<file path="src/rtl/fft_band_accum.sv">
// fft_band_accum: sums the lower half of each FFT frame into equal-width bands, tracks the peak bin,
// and drains the band sums over a valid/ready stream.
module fft_band_accum #(
    parameter int DW = 32,
    parameter int FFT_LEN = 1024,
    parameter int USE_BINS = 512,
    parameter int NUM_BANDS = 16,
    localparam int BW = $clog2(USE_BINS / NUM_BANDS),
    localparam int SW = DW + BW,
    localparam int IW = $clog2(NUM_BANDS),
    localparam int LW = $clog2(FFT_LEN)
) (
    input  logic          clk,
    input  logic          rst_n,
    input  logic          mag_valid,
    input  logic          mag_sop,
    input  logic [DW-1:0] mag_data,
    output logic          band_valid,
    input  logic          band_ready,
    output logic [SW-1:0] band_data,
    output logic [IW-1:0] band_idx,
    output logic          band_last,
    output logic [LW-1:0] peak_bin,
    output logic [DW-1:0] peak_mag,
    output logic          frame_drop
);
    typedef enum logic [1:0] {ACCUM, DRAIN, SKIP} state_t;
    state_t state, state_nxt;
    logic [1:0] rst_sync;
    logic rst_i;
    logic [LW-1:0] bin_cnt, cur_bin, bin_nxt, wk_bin, wk_bin_nxt;
    logic [DW-1:0] wk_mag, wk_mag_nxt;
    logic [IW-1:0] k, band;
    logic [SW-1:0] acc [NUM_BANDS];
    logic [SW-1:0] acc_sum;
    logic take, in_use, first, last_bin, pk_upd, hs, drop;
    // reset asserts asynchronously but releases on a clock edge
    always_ff @(posedge clk or negedge rst_n) begin
        if (!rst_n) rst_sync <= '0;
        else rst_sync <= {rst_sync[0], 1'b1};
    end
    assign rst_i = rst_sync[1];
    assign cur_bin = mag_sop ? '0 : bin_cnt;
    assign bin_nxt = mag_valid ? cur_bin + 1'b1 : bin_cnt;
    assign last_bin = &cur_bin;
    assign in_use = {1'b0, cur_bin} < (LW + 1)'(USE_BINS);
    assign band = IW'(cur_bin[LW-1:BW]);
    assign first = cur_bin[BW-1:0] == '0;
    // a sop seen while skipping is accepted immediately as bin 0 of the new frame
    assign take = mag_valid && (state == ACCUM || (state == SKIP && mag_sop));
    assign hs = state == DRAIN && band_ready;
    assign drop = mag_valid && ((state == ACCUM && mag_sop && bin_cnt != '0) || state == DRAIN);
    assign pk_upd = take && in_use && (cur_bin == LW'(1) || (cur_bin > LW'(1) && mag_data > wk_mag));
    assign wk_bin_nxt = pk_upd ? cur_bin : wk_bin;
    assign wk_mag_nxt = pk_upd ? mag_data : wk_mag;
    assign band_valid = state == DRAIN;
    assign band_data = acc[k];
    assign band_idx = k;
    assign band_last = band_valid && k == IW'(NUM_BANDS - 1);
    always_comb begin
        acc_sum = (first ? '0 : acc[band]) + SW'(mag_data);
        state_nxt = state;
        if (state == ACCUM && mag_valid && last_bin) state_nxt = DRAIN;
        if (state == SKIP && mag_valid && (mag_sop || last_bin)) state_nxt = ACCUM;
        if (hs && k == IW'(NUM_BANDS - 1)) state_nxt = bin_nxt == '0 ? ACCUM : SKIP;
    end
    always_ff @(posedge clk or negedge rst_i) begin
        if (!rst_i) begin
            state <= ACCUM;
            bin_cnt <= '0;
            k <= '0;
            wk_bin <= '0;
            wk_mag <= '0;
            peak_bin <= '0;
            peak_mag <= '0;
            frame_drop <= 1'b0;
            for (int i = 0; i < NUM_BANDS; i++) acc[i] <= '0;
        end else begin
            state <= state_nxt;
            bin_cnt <= bin_nxt;
            wk_bin <= wk_bin_nxt;
            wk_mag <= wk_mag_nxt;
            if (take && in_use) acc[band] <= acc_sum;
            if (take && last_bin) begin
                peak_bin <= wk_bin_nxt;
                peak_mag <= wk_mag_nxt;
            end
            if (hs) k <= k + 1'b1;
            if (drop) frame_drop <= 1'b1;
        end
    end
endmodule
</file>
<file path="config.mk">
export PLATFORM = sky130hd
export DESIGN_NAME = fft_band_accum
export DESIGN_NICKNAME = d
export VERILOG_FILES = /design/src/rtl/fft_band_accum.sv
export SDC_FILE = /design/constraint.sdc
export NUM_CORES = 2
export LEC_CHECK = 0
export BUFFER_PORTS_ARGS = -buffer_cell sky130_fd_sc_hd__buf_4
export CAP_MARGIN = 20
export CORE_ASPECT_RATIO = 0.5
export CORE_MARGIN = 4
export CORE_UTILIZATION = 40
export DETAILED_ROUTE_END_ITERATION = 10
export GPL_ROUTABILITY_DRIVEN = 0
export PLACE_DENSITY = 0.65
export SLEW_MARGIN = 20
export SYNTH_ARGS = -nofsm -noshare
export SYNTH_HDL_FRONTEND = slang
export SYNTH_SLANG_ARGS = --single-unit
</file>
<file path="constraint.sdc">
create_clock -name clk -period 28.8 [get_ports clk]
set_input_delay 4.32 -clock clk [delete_from_list [all_inputs] [get_ports clk]]
set_output_delay 4.32 -clock clk [all_outputs]
set_load 0.05 [all_outputs]
</file>
# After elaboration in Yosys (flattened, before gate mapping)
# Index checks and enable logic that the tools add are counted.
[totals]
reg_bits = 695
inputBits = 37
output_inout_bits = 86
[classes]
addsub = 3
magnitude_cmp = 6
n_eq_ne = 4
muxes = 18
n_bitwise = 2
reduce_logical = 27
[op_table]
columns = ["op", "n"]
rows = [
  ["bitwise mux 592 bit", 1],
  ["binary-select mux 37 bit (select 4 bit)", 2],
  ["2-to-1 mux 37 bit", 6],
  ["demux 37 bit (select 4 bit)", 1],
  ["adder 37 x 32 -> 37 bit", 1],
  ["> comparator 32 bit", 1],
  ["2-to-1 mux 32 bit", 1],
  ["2-to-1 mux 10 bit", 3],
  ["logical AND 1 bit", 17],
  ["adder 10 x 1 -> 10 bit (second input constant)", 1],
  ["== test 10 x 1 -> 1 bit (second input constant)", 1],
  [">= comparator 5 bit (second input constant)", 2],
  ["> comparator 10 x 1 -> 1 bit (second input constant)", 1],
  ["logical NOT 10 bit", 1],
  ["< comparator 10 bit (second input constant)", 1],
  ["NOT 4 -> 5 bit", 2],
  ["AND reduction 10 bit", 1],
  ["nonzero test 10 bit", 1],
  ["2-to-1 mux 2 bit", 4],
  ["logical NOT 5 bit", 1],
  ["< comparator 5 x 1 -> 1 bit (second input constant)", 1],
  ["adder 4 x 1 -> 4 bit (second input constant)", 1],
  ["== test 4 bit (second input constant)", 1],
  ["logical OR 1 bit", 4],
  ["4 further kinds", 4],
]

# Longest topological paths before layout
[depth]
depth_word = 8
depth_mapped = 23
depth_no_buf = 16

# Worst setup path before layout
# No wires, ideal clock.
[synth_timing]
path_kind = "input to register"
from = "input port mag_sop"
to = "register acc[172] (netlist name)"
setup_time_ns = 0.065
t_arrival_ns = 9.519
slack_ns = 19.216
path_stages = 23
n_path_buf = 8
path_cell_list = "buf_6 clkbuf_1 clkbuf_1 clkbuf_1 clkbuf_1 nand2b_1 ha_1 o21a_1 clkbuf_1 clkbuf_1 a221o_1 nor2_1 ha_1 fa_1 a21oi_1 o211ai_1 a311oi_2 or3b_1 a21boi_0 o21a_1 o311ai_1 clkbuf_1 mux2_2"
[synth_between]
elab_chain_cells = 8
[synth_rtl]
columns = ["element", "line_no", "source"]
rows = [
  ["from (decl)", "16", "input logic mag_sop,"],
  ["2-to-1 mux 10 bit", "43", "assign cur_bin = mag_sop ? '0 : bin_cnt;"],
  ["NOT 4 -> 5 bit (not written as such)", "61, 83", ""],
  ["binary-select mux 37 bit (select 4 bit)", "61", "acc_sum = (first ? '0 : acc[band]) + SW'(mag_data);"],
  ["2-to-1 mux 37 bit (not written as such) (2 in a row)", "61", ""],
  ["2-to-1 mux 37 bit", "61", ""],
  ["adder 37 x 32 -> 37 bit", "61", ""],
  ["bitwise mux 592 bit", "83", "if (take && in_use) acc[band] <= acc_sum;"],
  ["to (signal, indexed assignment)", "83", ""],
  ["to (decl)", "34", "logic [SW-1:0] acc [NUM_BANDS];"],
]
# Several ways; a longest one is shown, not always the timed one. The select of a mux whose other input is x is not followed.
# A chain may end at the register's enable or synchronous reset.

# Worst setup path in the final report
[layout_timing]
from = "input port mag_sop"
to = "register acc[257] (netlist name)"
# Same word-level chain as after synthesis.

==> metrics.txt <==
placed insts=4751; share of power burned in registers=36.7%; critical path startpoint category=input pin; post-CTS setup buffers=0; I/O Buffers=122; Comb pwr share=38.7%; final setup margin=18.77 ns; Filler cells=8586; slew margin rel.=23.76%; drt pass-1 iters=5; pin count of the biggest net entering global routing=160; fin nets=3677; Power per Cell Area=94.02 mW/mm2; synthesis-stage register bit count=695; via count=29860; synthesized instance count=3652; internal reg-to-reg setup slack=21.63 ns; most common cell type on the critical path=buf_4; GR Util met2=36.76%; Critical Path, Cell by Cell=buf_4 > buf_4 > nand2b_1 > nor2_4 > buf_4 > a221o_1 > a221oi_1 > ha_1 > nand4_1 > nor3_1 > or4b_1 > a31oi_2 > o21ai_0 > a2111oi_4 > xor2_2 > o21ai_0; Clock power frac=24.6%; ys flop type=dfrtp_1; clk_skew=0.02635 ns; Resized Gates After CTS=0; Max Root-Sink Buffers=3; fmax=99.74 MHz; gr busiest metal=met2; Crit Path Class=in -> reg; syn_nets=3759; Pleak=17.77 nW; Max Slew Vio Count=0; Root Buffer=clkbuf_16; n_diodes=0; worst vdd rail ir drop=0.00004006 V; GR Util met1=32.31%; initial antenna violation count=0; worst skew pair latency=0.64 ns; antenna viol nets, final=0; Setup TNS Final=0 ns; required time of the critical path=29.27 ns; clock sink count=695; total gr overflow=0; first-pass GRT wire length=182.0 mm; switching power=1.559 mW; Site Rows=79; Syn Area/Cell=10.32 um2; Net Sw Frac=39.42%; 1st-iter DRT viols=3146; Die W=442.0 um; CTS buffer count=72; clock slew at reported path FFs=0.07 ns; delay of the slowest critical-path stage=0.89 ns; # H-tree levels=3; Top delay family on crit path=simple AND/OR/NAND/NOR gates; CP arrival=10.50 ns; vias in the first global route=29230; Post-synth EDFFs=0; Worst-Margin Slew=1.144 ns; Setup WS pre-CTS=18.40 ns; # IOs=123; Setup Viol. Count Final=0; Buf/Inv on CP=3; WL/cell=24.38 um; yosys warns=0; most common cell after layout, fill and taps aside=dfrtp_1; max_cap viols=0; synthesis-to-finish area growth=11.62%; Yosys top cell area share=46.16%; cts hold-fix bufs=0; RSZ-0062 raised after global routing=false; overall routing resource usage=23.43%; worst hold-check path type=reg -> async; sequential element share of the synthesized area=46.16%; FFs w/ async S/R, synth=100.0%; non-filler cells, final=4878; Residual DRC=0; Initial Util=40.42%; routed vias/inst=6.122; largest area contributor in the netlist=dfrtp_1; Distinct cells, synth=89; critical path's slowest cell=nor2_4; core area=0.09321 mm2; area of the mapped netlist=0.03767 mm2; min cycle time layout=10.03 ns; die area=0.09946 mm2; most frequent cells in the layout=dfrtp_1 (688), nand2_1 (616), o21ai_0 (552); CTS tree=done; Worst setup EP type=flop; Tcrit/Tclk final=34.81%; placed wire-length estimate=69.43 mm; crit path max fanout=33; total routed wirelength=118.9 mm; Int Pwr=2.395 mW; die span in y=225.0 um; status=completed; Synth area leaders=dfrtp_1 (46%), mux4_2 (11%), o21ai_0 (7.3%); met3 Track Usage GR=4.856%; layout cell share with drive strength beyond 1=19.27%; Fin. Hold Viols=0
per-layer routing:
layer  routed length, um  vias up
li1                    -    13180
met1               49660    15070
met2               54340     1341
met3               10260      270
met4                4676        0
met5                   0        -
flip-flops by register name, indices dropped and copies added, names as in the netlist:
name and count:
acc 592, band_idx 4, bin_cnt 10, frame_drop 1
peak_bin 10, peak_mag 32, rst_sync 2, state 2
wk_bin 10, wk_mag 32
cells by family (layout without fill, tap and decap cells):
kind of cell,Yosys count,after routing,share of synthesized area [%]
AO/OA/AOI/OAI,1048,1048,16.84
AND/OR/NAND/NOR,948,948,10.68
flip-flops,695,695,46.16
multiplexers,473,473,19.13
buffers and inverters,384,355,4.045
adder cells (fa/ha/maj),70,70,2.345
XOR/XNOR,33,33,0.7871
other,1,1,0.009954
worst paths after layout:
kind,startpoint,end,depth (start not counted)
setup / recovery,mag_sop,acc[257],16
hold / removal,rst_sync[1],acc[494],0
setup reg to reg,bin_cnt[5],acc[257],16
hold reg to reg,rst_sync[1],acc[494],0
max in group asynchronous,rst_sync[1],acc[400],4
min in group clk,rst_sync[0],rst_sync[1],0
area by class of cell:
class / count / area [um2] / share of cell area [%]
repair buffers: 175 / 1340 / 3.187
flip-flops and latches: 695 / 17420 / 41.41
clock inverters: 33 / 424.2 / 1.009
well taps: 1255 / 1570 / 3.734
multi-input cells: 2573 / 19140 / 45.51
clock buffers: 94 / 1966 / 4.674
inverters: 53 / 200.2 / 0.4760
through the flow:
| stage | cell area (um2) | util, % | power, mW | hold slack (ns) |
|---|---|---|---|---|
| final | 42050 | 45.12 | 3.954 | 0.3310 |
| after global routing | 42050 | 45.12 | 4.170 | 0.3581 |
| after CTS | 41860 | 44.91 | 3.917 | 0.3553 |
| after detailed placement | 39470 | 42.35 | 2.942 | 0.3426 |
| after global placement | 39460 | 42.33 | 2.893 | 0.3387 |
| after floorplan | 37670 | - | 2.502 | 0.3312 |
power groups by stage:
stage	combinational (mW)	clock, mW	sequential, mW
6_report	1.53	0.972	1.45
4_1_cts	1.49	0.984	1.44
3_3_place_gp	1.45	0	1.44
3_5_place_dp	1.48	0	1.46
2_1_floorplan	1.10	0	1.40
5_1_grt	1.67	1.02	1.48
cell usage after synthesis, types with 6 or more instances:
master and count:
nor3_1 120, a22o_1 21, dfrtp_1 695, o21a_1 6, nand2_1 633, ha_1 69
clkbuf_1 260, mux2_2 123, xnor2_1 14, o31ai_1 6, nand3_1 19, and3_1 11
mux2i_1 162, buf_2 14, a22oi_1 16, a221o_1 33, a21o_1 15, o21ai_0 552
nand4_1 7, mux4_2 185, nand2b_1 8, o211ai_1 9, nor2b_1 21, a221oi_1 15
a21oi_1 144, a211oi_1 11, buf_1 48, o22ai_1 103, xor2_1 18, o21ai_2 8
nor2_1 89, o31ai_2 10, inv_1 52, o221ai_1 44
No activity file was read; power rests on OpenSTA's default activity.
